--- src/rtl/sub_div_ctrl.sv ---
// -----------------------------------------------------------------------------
// sub_div_ctrl
//
// Sequencing controller for unsigned WIDTH/WIDTH restoring division. It uses
// one external ripple subtractor, with one trial subtraction per clock, over
// WIDTH iterations. The ALU uses it for DIV/REM.
//
// Ports:
//   clk         rising-edge clock
//   reset       asynchronous, active-high reset
//   start       request; sampled only in IDLE or DONE
//   dividend    numerator, captured on accept
//   divisor     denominator, captured on accept
//   busy        high while iterating
//   done        one-cycle pulse; quotient/remainder/div_by_zero valid
//   div_by_zero divisor of the last accepted op was zero
//   quotient    result, held until the next accept
//   remainder   result, held until the next accept
//   sub_a       subtractor minuend   (0 outside RUN)
//   sub_b       subtractor subtrahend (0 outside RUN)
//   sub_cin     subtractor borrow-in (always 0)
//   sub_diff    subtractor difference (combinational from sub_a/sub_b)
//   sub_borrow  subtractor borrow-out; 1 means sub_a < sub_b
// -----------------------------------------------------------------------------
module sub_div_ctrl #(
    parameter int WIDTH = 32,
    parameter int CNT_W = 5
) (
    input  logic             clk,
    input  logic             reset,
    input  logic             start,
    input  logic [WIDTH-1:0] dividend,
    input  logic [WIDTH-1:0] divisor,
    output logic             busy,
    output logic             done,
    output logic             div_by_zero,
    output logic [WIDTH-1:0] quotient,
    output logic [WIDTH-1:0] remainder,
    output logic [WIDTH-1:0] sub_a,
    output logic [WIDTH-1:0] sub_b,
    output logic             sub_cin,
    input  logic [WIDTH-1:0] sub_diff,
    input  logic             sub_borrow
);

    typedef enum logic [1:0] {
        ST_IDLE = 2'd0,
        ST_RUN  = 2'd1,
        ST_DONE = 2'd2
    } state_t;

    localparam logic [CNT_W-1:0] LAST_CNT = CNT_W'(WIDTH - 1);
    localparam logic [CNT_W-1:0] CNT_ONE  = CNT_W'(1);

    state_t           state_r, state_s;
    logic [WIDTH-1:0] d_r, d_s;       // dividend shift register / quotient bits
    logic [WIDTH-1:0] v_r, v_s;       // captured divisor
    logic [WIDTH-1:0] r_r, r_s;       // partial remainder
    logic [CNT_W-1:0] cnt_r, cnt_s;
    logic [WIDTH-1:0] quot_r, quot_s;
    logic [WIDTH-1:0] rem_r, rem_s;
    logic             dbz_r, dbz_s;
    logic             busy_r, done_r;
    logic [WIDTH-1:0] trial_a_s;
    logic             q_bit_s;

    // Subtractor drive: shifted partial remainder against the divisor, RUN only.
    always_comb begin
        trial_a_s = {r_r[WIDTH-2:0], d_r[WIDTH-1]};
        q_bit_s   = ~sub_borrow;
        if (state_r == ST_RUN) begin
            sub_a = trial_a_s;
            sub_b = v_r;
        end else begin
            sub_a = {WIDTH{1'b0}};
            sub_b = {WIDTH{1'b0}};
        end
        sub_cin = 1'b0;
    end

    // Next-state and datapath update logic.
    always_comb begin
        state_s = state_r;
        d_s     = d_r;
        v_s     = v_r;
        r_s     = r_r;
        cnt_s   = cnt_r;
        quot_s  = quot_r;
        rem_s   = rem_r;
        dbz_s   = dbz_r;
        case (state_r)
            ST_IDLE, ST_DONE: begin
                if (start) begin
                    d_s   = dividend;
                    v_s   = divisor;
                    r_s   = {WIDTH{1'b0}};
                    cnt_s = {CNT_W{1'b0}};
                    if (divisor == {WIDTH{1'b0}}) begin
                        state_s = ST_DONE;
                        quot_s  = {WIDTH{1'b1}};
                        rem_s   = dividend;
                        dbz_s   = 1'b1;
                    end else begin
                        state_s = ST_RUN;
                        dbz_s   = 1'b0;
                    end
                end else begin
                    state_s = ST_IDLE;
                end
            end
            ST_RUN: begin
                // Restore on borrow: keep the shifted value instead of the difference.
                if (sub_borrow) begin
                    r_s = trial_a_s;
                end else begin
                    r_s = sub_diff;
                end
                d_s   = {d_r[WIDTH-2:0], q_bit_s};
                cnt_s = cnt_r + CNT_ONE;
                if (cnt_r == LAST_CNT) begin
                    state_s = ST_DONE;
                    quot_s  = d_s;
                    rem_s   = r_s;
                end else begin
                    state_s = ST_RUN;
                end
            end
            default: begin
                state_s = ST_IDLE;
            end
        endcase
    end

    // State, datapath and registered status outputs.
    always_ff @(posedge clk or posedge reset) begin
        if (reset) begin
            state_r <= ST_IDLE;
            d_r     <= {WIDTH{1'b0}};
            v_r     <= {WIDTH{1'b0}};
            r_r     <= {WIDTH{1'b0}};
            cnt_r   <= {CNT_W{1'b0}};
            quot_r  <= {WIDTH{1'b0}};
            rem_r   <= {WIDTH{1'b0}};
            dbz_r   <= 1'b0;
            busy_r  <= 1'b0;
            done_r  <= 1'b0;
        end else begin
            state_r <= state_s;
            d_r     <= d_s;
            v_r     <= v_s;
            r_r     <= r_s;
            cnt_r   <= cnt_s;
            quot_r  <= quot_s;
            rem_r   <= rem_s;
            dbz_r   <= dbz_s;
            busy_r  <= (state_s == ST_RUN);
            done_r  <= (state_s == ST_DONE);
        end
    end

    assign busy        = busy_r;
    assign done        = done_r;
    assign div_by_zero = dbz_r;
    assign quotient    = quot_r;
    assign remainder   = rem_r;

endmodule

--- config.mk ---
export PLATFORM = sky130hd
export DESIGN_NAME = sub_div_ctrl
export DESIGN_NICKNAME = d
export VERILOG_FILES = /design/src/rtl/sub_div_ctrl.sv
export SDC_FILE = /design/constraint.sdc
export NUM_CORES = 1
export LEC_CHECK = 0
export CAP_MARGIN = 10
export CORE_MARGIN = 1.5
export CORE_UTILIZATION = 45
export CTS_BUF_LIST = sky130_fd_sc_hd__clkbuf_2 sky130_fd_sc_hd__clkbuf_4 sky130_fd_sc_hd__clkbuf_8
export DETAILED_ROUTE_END_ITERATION = 6
export PLACE_DENSITY = 0.77
export SYNTH_ARGS = -nofsm -noshare
export SYNTH_HDL_FRONTEND = slang
export SYNTH_SLANG_ARGS = --single-unit
--- constraint.sdc ---
create_clock -name clk -period 6.5 [get_ports clk]
set_input_delay 0.65 -clock clk [delete_from_list [all_inputs] [get_ports clk]]
set_output_delay 0.65 -clock clk [all_outputs]
set_load 0.05 [all_outputs]
; After elaboration in Yosys (flattened, before gate mapping)
; Cells that the tools add are included.
[classes]
div_mod_pow = 0
eq_ne = 8
n_reduce_logical = 7
n_addsub = 1
mul = 0
n_bitwise = 1
magnitude_cmp = 0
muxes = 22
shifts = 0
[op_table]
columns = cell, count
row1 = $mux W32, 10
row2 = $pmux W32 S2, 3
row3 = $pmux W31 S2, 1
row4 = $logic_not A32 Y1, 1
row5 = $mux W31, 1
row6 = $pmux W5 S2, 1
row7 = $mux W2, 3
row8 = $add A5 B1 Y5 const B, 1
row9 = $eq A5 B5 Y1 const B, 1
row10 = $mux W5, 1
row11 = $eq A2 B1 Y1 const B, 2
row12 = $eq A2 B2 Y1 const B, 2
row13 = $ne A2 B2 Y1 const B, 2
row14 = $pmux W2 S2, 1
row15 = $reduce_and A2 Y1, 2
row16 = $reduce_and A4 Y1, 1
row17 = $logic_not A2 Y1, 1
row18 = $ne A2 B1 Y1 const B, 1
row19 = $reduce_bool A2 Y1, 1
row20 = $reduce_or A2 Y1, 1
row21 = $mux W1, 1
row22 = $not A1 Y1, 1
[word_totals]
latch_bits = 0
register_bits = 169
rom_bits = 0
mem_bits_rw = 0
inputBits = 100
memories = 0
output_inout_bits = 132

; Depth between registers and ports, before layout
; Gate-level depths: netlist of run 1.
[depth]
ltp_word = 5
ltp_mapped = 8
depth_no_buf = 7

; Worst setup path before layout of run 1
; No wires, ideal clock.
[synth_timing]
path_kind = register to output
from = register state_r[0]
to = output port sub_b[10]
t_arrival_ns = 1.708
required_time_ns = 5.850
path_stages_with_launch = 7
setup_slack_ns = 4.142
path_buffers = 4
cell_sequence = dfrtp_1 buf_2 nor2b_1 buf_2 buf_2 clkbuf_1 and2_1
[synth_between]
elab_chain_len = 2
[synth_rtl]
columns = item, line_no
row1 = "start, declared", 55  ; state_t state_r, state_s;
row2 = "start signal, assigned", 148  ; state_r <= state_s;
row3 = $eq A2 B1 Y1, 71  ; if (state_r == ST_RUN) begin
row4 = $mux W32, 71
row5 = "end, declared", 40  ; output logic [WIDTH-1:0] sub_b,
; No other way between the ends.

; Final worst setup path of run 1
[layout_timing]
from = register state_r[0]
to = output port sub_a[15]
[layout_between]
elab_chain_len = 2
[layout_rtl]
columns = item, line_no
row1 = $eq A2 B1 Y1, 71
row2 = $mux W32, 71
row3 = "end, declared", 39  ; output logic [WIDTH-1:0] sub_a,
; No other way between the ends.

==> results of run 1 <==
[cell usage after synthesis]
library cell	n
sky130_fd_sc_hd__a21oi_2	33
sky130_fd_sc_hd__o211ai_2	6
sky130_fd_sc_hd__ha_1	2
sky130_fd_sc_hd__o31ai_1	1
sky130_fd_sc_hd__nor2b_1	34
sky130_fd_sc_hd__nor4_2	7
sky130_fd_sc_hd__nor3_1	1
sky130_fd_sc_hd__o22ai_1	31
sky130_fd_sc_hd__buf_2	23
sky130_fd_sc_hd__buf_1	6
sky130_fd_sc_hd__o21ba_2	1
sky130_fd_sc_hd__dfrtp_1	169
sky130_fd_sc_hd__nand2_1	257
sky130_fd_sc_hd__o211ai_1	58
sky130_fd_sc_hd__and3_1	1
sky130_fd_sc_hd__nor4_1	1
sky130_fd_sc_hd__nand4_2	1
sky130_fd_sc_hd__nand4_1	2
sky130_fd_sc_hd__buf_6	5
sky130_fd_sc_hd__nor2_1	35
sky130_fd_sc_hd__nand2b_1	2
sky130_fd_sc_hd__a22o_1	2
sky130_fd_sc_hd__o21ai_1	45
sky130_fd_sc_hd__conb_1	1
sky130_fd_sc_hd__nand3b_1	1
sky130_fd_sc_hd__o21ai_0	26
sky130_fd_sc_hd__a31oi_1	31
sky130_fd_sc_hd__a211oi_1	1
sky130_fd_sc_hd__buf_4	1
sky130_fd_sc_hd__mux2i_1	32
sky130_fd_sc_hd__clkbuf_1	43
sky130_fd_sc_hd__nor2_2	1
sky130_fd_sc_hd__nand3_1	2
sky130_fd_sc_hd__inv_1	33
sky130_fd_sc_hd__and2_1	64
[cells by family (layout without fill, tap and decap cells)]
family / Yosys count / count (layout) / synth area share
simple gates: 409 / 409 / 0.220
compound gates: 235 / 235 / 0.186
flops: 169 / 169 / 0.496
buf+inv: 111 / 306 / 0.0571
mux: 32 / 32 / 0.0376
fa+ha+maj: 2 / 2 / 0.00293
other cells: 1 / 1 / 0.000440
[stage by stage]
stage          power, mW  cells  hold WS (ns)  setup slack, ns
6_report            6.32   1388         0.468             2.13
5_1_grt             6.72   1388         0.498             1.90
4_1_cts             6.35   1388         0.474             2.07
3_5_place_dp        5.55   1357         0.454             2.59
3_3_place_gp        5.49   1357         0.449             2.63
2_1_floorplan       4.43    959         0.437             1.27
[registers in the layout, summed over array words and instances (netlist names)]
| name | cells |
|---|---|
| state_r | 2 |
| d_r | 32 |
| remainder | 32 |
| div_by_zero | 1 |
| r_r | 31 |
| done | 1 |
| quotient | 32 |
| v_r | 32 |
| busy | 1 |
| cnt_r | 5 |
[power groups by stage]
stage	sequential, mW	clock (mW)	combinational (mW)
6_report	1.85	0.787	3.68
5_1_grt	1.91	0.846	3.96
4_1_cts	1.85	0.804	3.70
3_5_place_dp	1.86	0	3.69
3_3_place_gp	1.85	0	3.64
2_1_floorplan	2.31	0	2.11
[worst max-delay path, cell delays in order, from the launching register on]
cell and delay, ns:
sky130_fd_sc_hd__dfrtp_1 0.33, sky130_fd_sc_hd__buf_4 0.39, sky130_fd_sc_hd__nor2b_4 0.99, sky130_fd_sc_hd__buf_4 0.55
sky130_fd_sc_hd__and2_1 0.20, sky130_fd_sc_hd__clkdlybuf4s50_1 0.80
[worst paths after layout]
| path | slack (ns) | depth (start not counted) | to | startpoint |
|---|---|---|---|---|
| worst min-delay path | 0.47 | 2 | v_r[21] | v_r[21] |
| worst max-delay path | 2.13 | 5 | sub_a[15] | state_r[0] |
| worst min register to register | 0.47 | 2 | v_r[21] | v_r[21] |
| worst max register to register | 3.48 | 7 | remainder[27] | state_r[0] |
| min in group asynchronous | 0.73 | 2 | r_r[2] | reset |
| max in group asynchronous | 4.35 | 3 | d_r[22] | reset |
[layout make-up]
| type | instances | area (µm²) |
|---|---|---|
| inverter | 33 | 129 |
| fill | 1622 | 7350 |
| sequential | 169 | 4230 |
| timing repair buffer | 242 | 2390 |
| clock inverter | 9 | 123 |
| tap | 234 | 293 |
| multi-input combinational | 679 | 3850 |
| clock buffer | 22 | 284 |
[layer usage]
metal  track usage  vias to the layer above  share of wire
li1              -                     3601              -
met1         0.361                     3615           0.46
met2         0.362                      257           0.45
met3        0.0673                       30          0.076
met4        0.0883                        0          0.019
met5             0                        -              0
==> run summary, run 1 <==
• outcome: complete, no violations
• clock buffer count from CTS: 17
• Synth Net Count: 1061
• root buf cell: sky130_fd_sc_hd__clkbuf_8
• H-tree Lvls: 4
• sequential cell area fraction in the yosys report: 0.496
• clock network fraction of total power: 0.124
• Final setup viols: 0
• wire length of the first global-routing pass: 39100 µm
• internal power: 3.15 mW
• post-route core utilization: 0.606
• standard cell core area: 18600 µm²
• final critical delay including setup and external delays: 4.37 ns
• largest area contributor in the netlist: sky130_fd_sc_hd__dfrtp_1
• Power per Cell Area: 560 nW/µm²
• DRC violation total after the first TritonRoute iteration: 555
• switching power: 3.17 mW
• flop and latch count out of synthesis: 169
• data arrival at the endpoint of the critical path: 3.72 ns
• Horiz. Die Dim: 141 µm
• aggregate negative setup slack: 0 ns
• final weighted congestion of routability-driven global placement: 0.849
• most frequent cells in the layout: sky130_fd_sc_hd__nand2_1 (256), sky130_fd_sc_hd__clkdlybuf4s50_1 (229), sky130_fd_sc_hd__dfrtp_1 (169)
• All-Layer GR Usage: 0.250
• fraction of synthesized cell area taken by the top area cell type: 0.496
• mapped cell area: 8530 µm²
• residual antenna-violating net count after detailed routing: 0
• count of vias placed by the detailed router: 7503
• kind of critical path: flop to primary output
• largest fanout of any net on the critical path: 55
• antenna violations before repair: 0
• antenna diode instance count: 0
• cell types with the largest area share after synthesis: sky130_fd_sc_hd__dfrtp_1 (50%), sky130_fd_sc_hd__nand2_1 (11%), sky130_fd_sc_hd__o211ai_1 (5.1%)
• type of element capturing the critical path: primary output
• count of final hold-check violations: 0
• CTS Hold Bufs: 0
• effective utilization at floorplan: 0.457
• cts repair resizes: 0
• part of the power in combinational logic: 0.583
• sort of element at the start of the critical path: flop
• post-synthesis average cell area: 8.89 µm²
• final std cell area, no fill: 11300 µm²
• area of placed instances: 10900 µm²
• clock tree sinks: 169
• num ports: 232
• remaining routing DRC violations: 0
• max-capacitance violation count: 0
• distinct cell type count of the synthesized netlist: 35
• routed wire length: 24100 µm
• worst-skew pair later-pin latency: 0.45 ns
• CTS tree: built
• First-pass DRT Iterations: 5
• Static Leakage: 4.89 nW
• buffers from clock root to sink, at most: 2
• unrepaired setup endpoints after global routing: false
• net switching fraction of the power: 0.501
• proportion of layout cells with a drive suffix above 1: 0.0858
• worst relative slew slack: 0.250
• total congestion overflow: 0
• total count of max-transition violations in the final report: 0
• drt wl/cell: 17.3 µm
• growth of design area from synthesis to finish: 32.5%
• worst ir drop on vdd: 0.309 mV
• die area: 19800 µm²
• post-synthesis cell count: 959
• Final period util: 0.673
• clock-pin slew on the worst setup and hold paths: 0.08 ns
• number of global-route vias before repair: 7185
• number of standard-cell rows in the floorplan: 50
• Worst Tran Pin Value: 1.12 ns
• Fmax achieved: 229 MHz
• Port-buffer cells: 230
• height of the die: 141 µm
• pin count of the biggest net entering global routing: 104
• detailed placer's ending HPWL: 15700 µm
• buffer count from post-CTS setup fixing: 0
• CP required: 5.85 ns
• number of warnings reported in the yosys synthesis log: 0
• leading cell type in the layout, fill and taps excluded: sky130_fd_sc_hd__nand2_1
• Clock Skews: 0.0123 ns
• vias per cell: 5.41
• Tightest Hold Check Type: flop to flop
• fraction of power consumed by sequential logic: 0.293
• final layout net count: 1244
(Power assumes the default switching activity.)
==> run 2, diff against run 1 <==
PLACE_DENSITY = 0.8   (was 0.77)
clock period = 3.5 ns   (was 6.5 ns; I/O delays follow)
==> run summary, run 2 (synthesized netlist as in run 1, its figures left out) <==
• outcome: complete, no violations
• met2 Usage GRT: 0.391, +0.0285
• crit path max-delay cell type: sky130_fd_sc_hd__dfrtp_1
• met1 Track Usage GR: 0.340, -0.0210
• effective utilization at floorplan: 0.457, unchanged
• total congestion overflow: 0, unchanged
• type of element capturing the critical path: primary output
• final layout net count: 1248, +0.32%
• Horiz. Die Dim: 141 µm, unchanged
• count of vias placed by the detailed router: 7596, +1.2%
• Worst Tran Pin Value: 1.21 ns, +0.0845 ns
• proportion of layout cells with a drive suffix above 1: 0.144, +0.0584
• All-Layer GR Usage: 0.254, +0.00365
• CP required: 3.15 ns, -2.70 ns
• kind of critical path: flop to primary output
• growth of design area from synthesis to finish: 40.4%
• H-tree Lvls: 4, unchanged
• die area: 19800 µm², unchanged
• standard cell core area: 18600 µm², unchanged
• GR Layer Usage met3: 0.0866, +0.0194
• cts repair resizes: 0, unchanged
• max-capacitance violation count: 0, unchanged
• buffers from clock root to sink, at most: 2, unchanged
• start point of the critical path: state_r[0]
• Fmax achieved: 329 MHz
• number of global-route vias before repair: 7447, +3.6%
• Final Hold Slack: 0.324 ns, -0.144 ns
• total power: 12.6 mW, +100%
• Final period util: 0.868
• worst ir drop on vdd: 0.540 mV, +75%
• minimum setup slack in the final design: 0.464 ns, -1.66 ns
• CTS Hold Bufs: 0, unchanged
• drt wl/cell: 17.5 µm, +1.1%
• layout filler cell count: 1524, -6.0%
• worst-skew pair later-pin latency: 0.46 ns, about the same
• height of the die: 141 µm, unchanged
• area of placed instances: 11600 µm², +6.5%
• Register-to-Register Setup Slack: 1.03 ns, -2.45 ns
• clock buffer count from CTS: 17, unchanged
• stage delay of the slowest cell on the critical path: 0.84 ns, -0.15 ns
• number of standard-cell rows in the floorplan: 50, unchanged
• clock tree sinks: 169, unchanged
• worst relative slew slack: 0.195, -0.0547
• Final setup viols: 0, unchanged
• number of cells traversed by the worst register-to-register path: 4, -3
• most frequent cells in the layout: sky130_fd_sc_hd__nand2_1 (256), sky130_fd_sc_hd__dfrtp_1 (169), sky130_fd_sc_hd__clkdlybuf4s50_1 (165)
• detailed placer's ending HPWL: 16700 µm, +6.7%
• DRC violation total after the first TritonRoute iteration: 540, -2.7%
• wire length of the first global-routing pass: 39800 µm, +1.6%
• remaining routing DRC violations: 0, unchanged
• GRT busiest layer: met2
• Setup Slack @ Placement: 0.934 ns, -1.66 ns
• antenna violations before repair: 0, unchanged
• aggregate negative setup slack: 0 ns, unchanged
• Crit Reg-Reg Startpoint: state_r[0]
• Critical Path Sink: sub_a[27]
• First-pass DRT Iterations: 5, unchanged
• reg2reg end: d_r[31]
• total count of max-transition violations in the final report: 0, unchanged
• data arrival at the endpoint of the critical path: 2.69 ns, -1.03 ns
• root buf cell: sky130_fd_sc_hd__clkbuf_8
• residual antenna-violating net count after detailed routing: 0, unchanged
• num ports: 232, unchanged
• Static Leakage: 5.22 nW, +6.8%
• CP Cell Sequence: nor2b_4 > buf_4 > and2_1 > buf_12
• buffer count from post-CTS setup fixing: 0, unchanged
• antenna diode instance count: 0, unchanged
• pin count of the biggest net entering global routing: 98, -5.8%
• Tightest Hold Check Type: primary input to async pin
• final weighted congestion of routability-driven global placement: 0.818, -3.7%
• clock-pin slew on the worst setup and hold paths: 0.09 ns, about the same
• Port-buffer cells: 230, unchanged
• final critical delay including setup and external delays: 3.04 ns
• count of final hold-check violations: 0, unchanged
• routed wire length: 24400 µm, +1.4%
• unrepaired setup endpoints after global routing: false
• final std cell area, no fill: 12000 µm², +6.0%
• leading cell type in the layout, fill and taps excluded: sky130_fd_sc_hd__nand2_1
• largest fanout of any net on the critical path: 84, +53%
• Power per Cell Area: 1050 nW/µm², +88%
• sort of element at the start of the critical path: flop
• Clock Skews: 0.0102 ns, -0.00213 ns
• CTS tree: built
• vias per cell: 5.46, +0.95%
==> run 2: changes by cell type in the layout (fill, tap and decap cells not counted) <==
cell                              delta
sky130_fd_sc_hd__buf_4               +1
sky130_fd_sc_hd__clkdlybuf4s50_1    -64
sky130_fd_sc_hd__bufinv_16           -1
sky130_fd_sc_hd__inv_6               -1
sky130_fd_sc_hd__clkbuf_8            -1
sky130_fd_sc_hd__buf_12             +67
sky130_fd_sc_hd__clkinvlp_4          +2
sky130_fd_sc_hd__clkbuf_4            +1
==> run 2: worst min path at each step <==
stage	depth (start not counted)	endpoint	slack, ns
6_report	2	r_r[2]	0.32
5_1_grt	2	r_r[2]	0.35
4_1_cts	2	r_r[2]	0.33
3_5_place_dp	2	v_r[20]	0.45
3_3_place_gp	2	v_r[6]	0.45
2_1_floorplan	2	v_r[0]	0.44
==> run 2: layer usage <==
| metal | routed length (µm) | vias up |
|---|---|---|
| met2 | 11100 | 292 |
| met1 | 10500 | 3653 |
| met3 | 2280 | 40 |
| li1 | - | 3611 |
| met5 | 0 | - |
| met4 | 551 | 0 |
==> run 2: critical path: cells and delay by family, from the launching register on <==
family                 cells  cell delay, ns
AND/OR/NAND/NOR            2            0.57
buffers and inverters      2            0.77
flip-flops                 1            0.84
==> run 2: metrics by stage <==
stage	std cells	utilization
2_1_floorplan	959	-
3_3_place_gp	1361	0.622
3_5_place_dp	1361	0.622
4_1_cts	1392	0.642
5_1_grt	1392	0.642
6_report	1392	0.642
==> run 2: final cells by class <==
class	instances	area, µm²	area share
sequential	169	4230	0.353
multi-input combinational	679	3850	0.322
timing repair buffer	246	3100	0.259
tap	234	293	0.0245
clock buffer	22	278	0.0232
inverter	33	128	0.0107
clock inverter	9	100	0.00836
==> run 2: report_power, final <==
group | switching [mW] | internal, mW | leakage (nW) | total [mW]
sequential | 0.654 | 2.81 | 1.95 | 3.47
combinational | 4.75 | 3.04 | 3.08 | 7.78
clock | 0.700 | 0.674 | 0.196 | 1.37
total | 6.10 | 6.52 | 5.22 | 12.6
==> run 3, diff against run 2 <==
SKIP_LAST_GASP = 1   (was default)
==> results of run 3 <==
Final layout, timing and power as in run 2 (identical DEF).
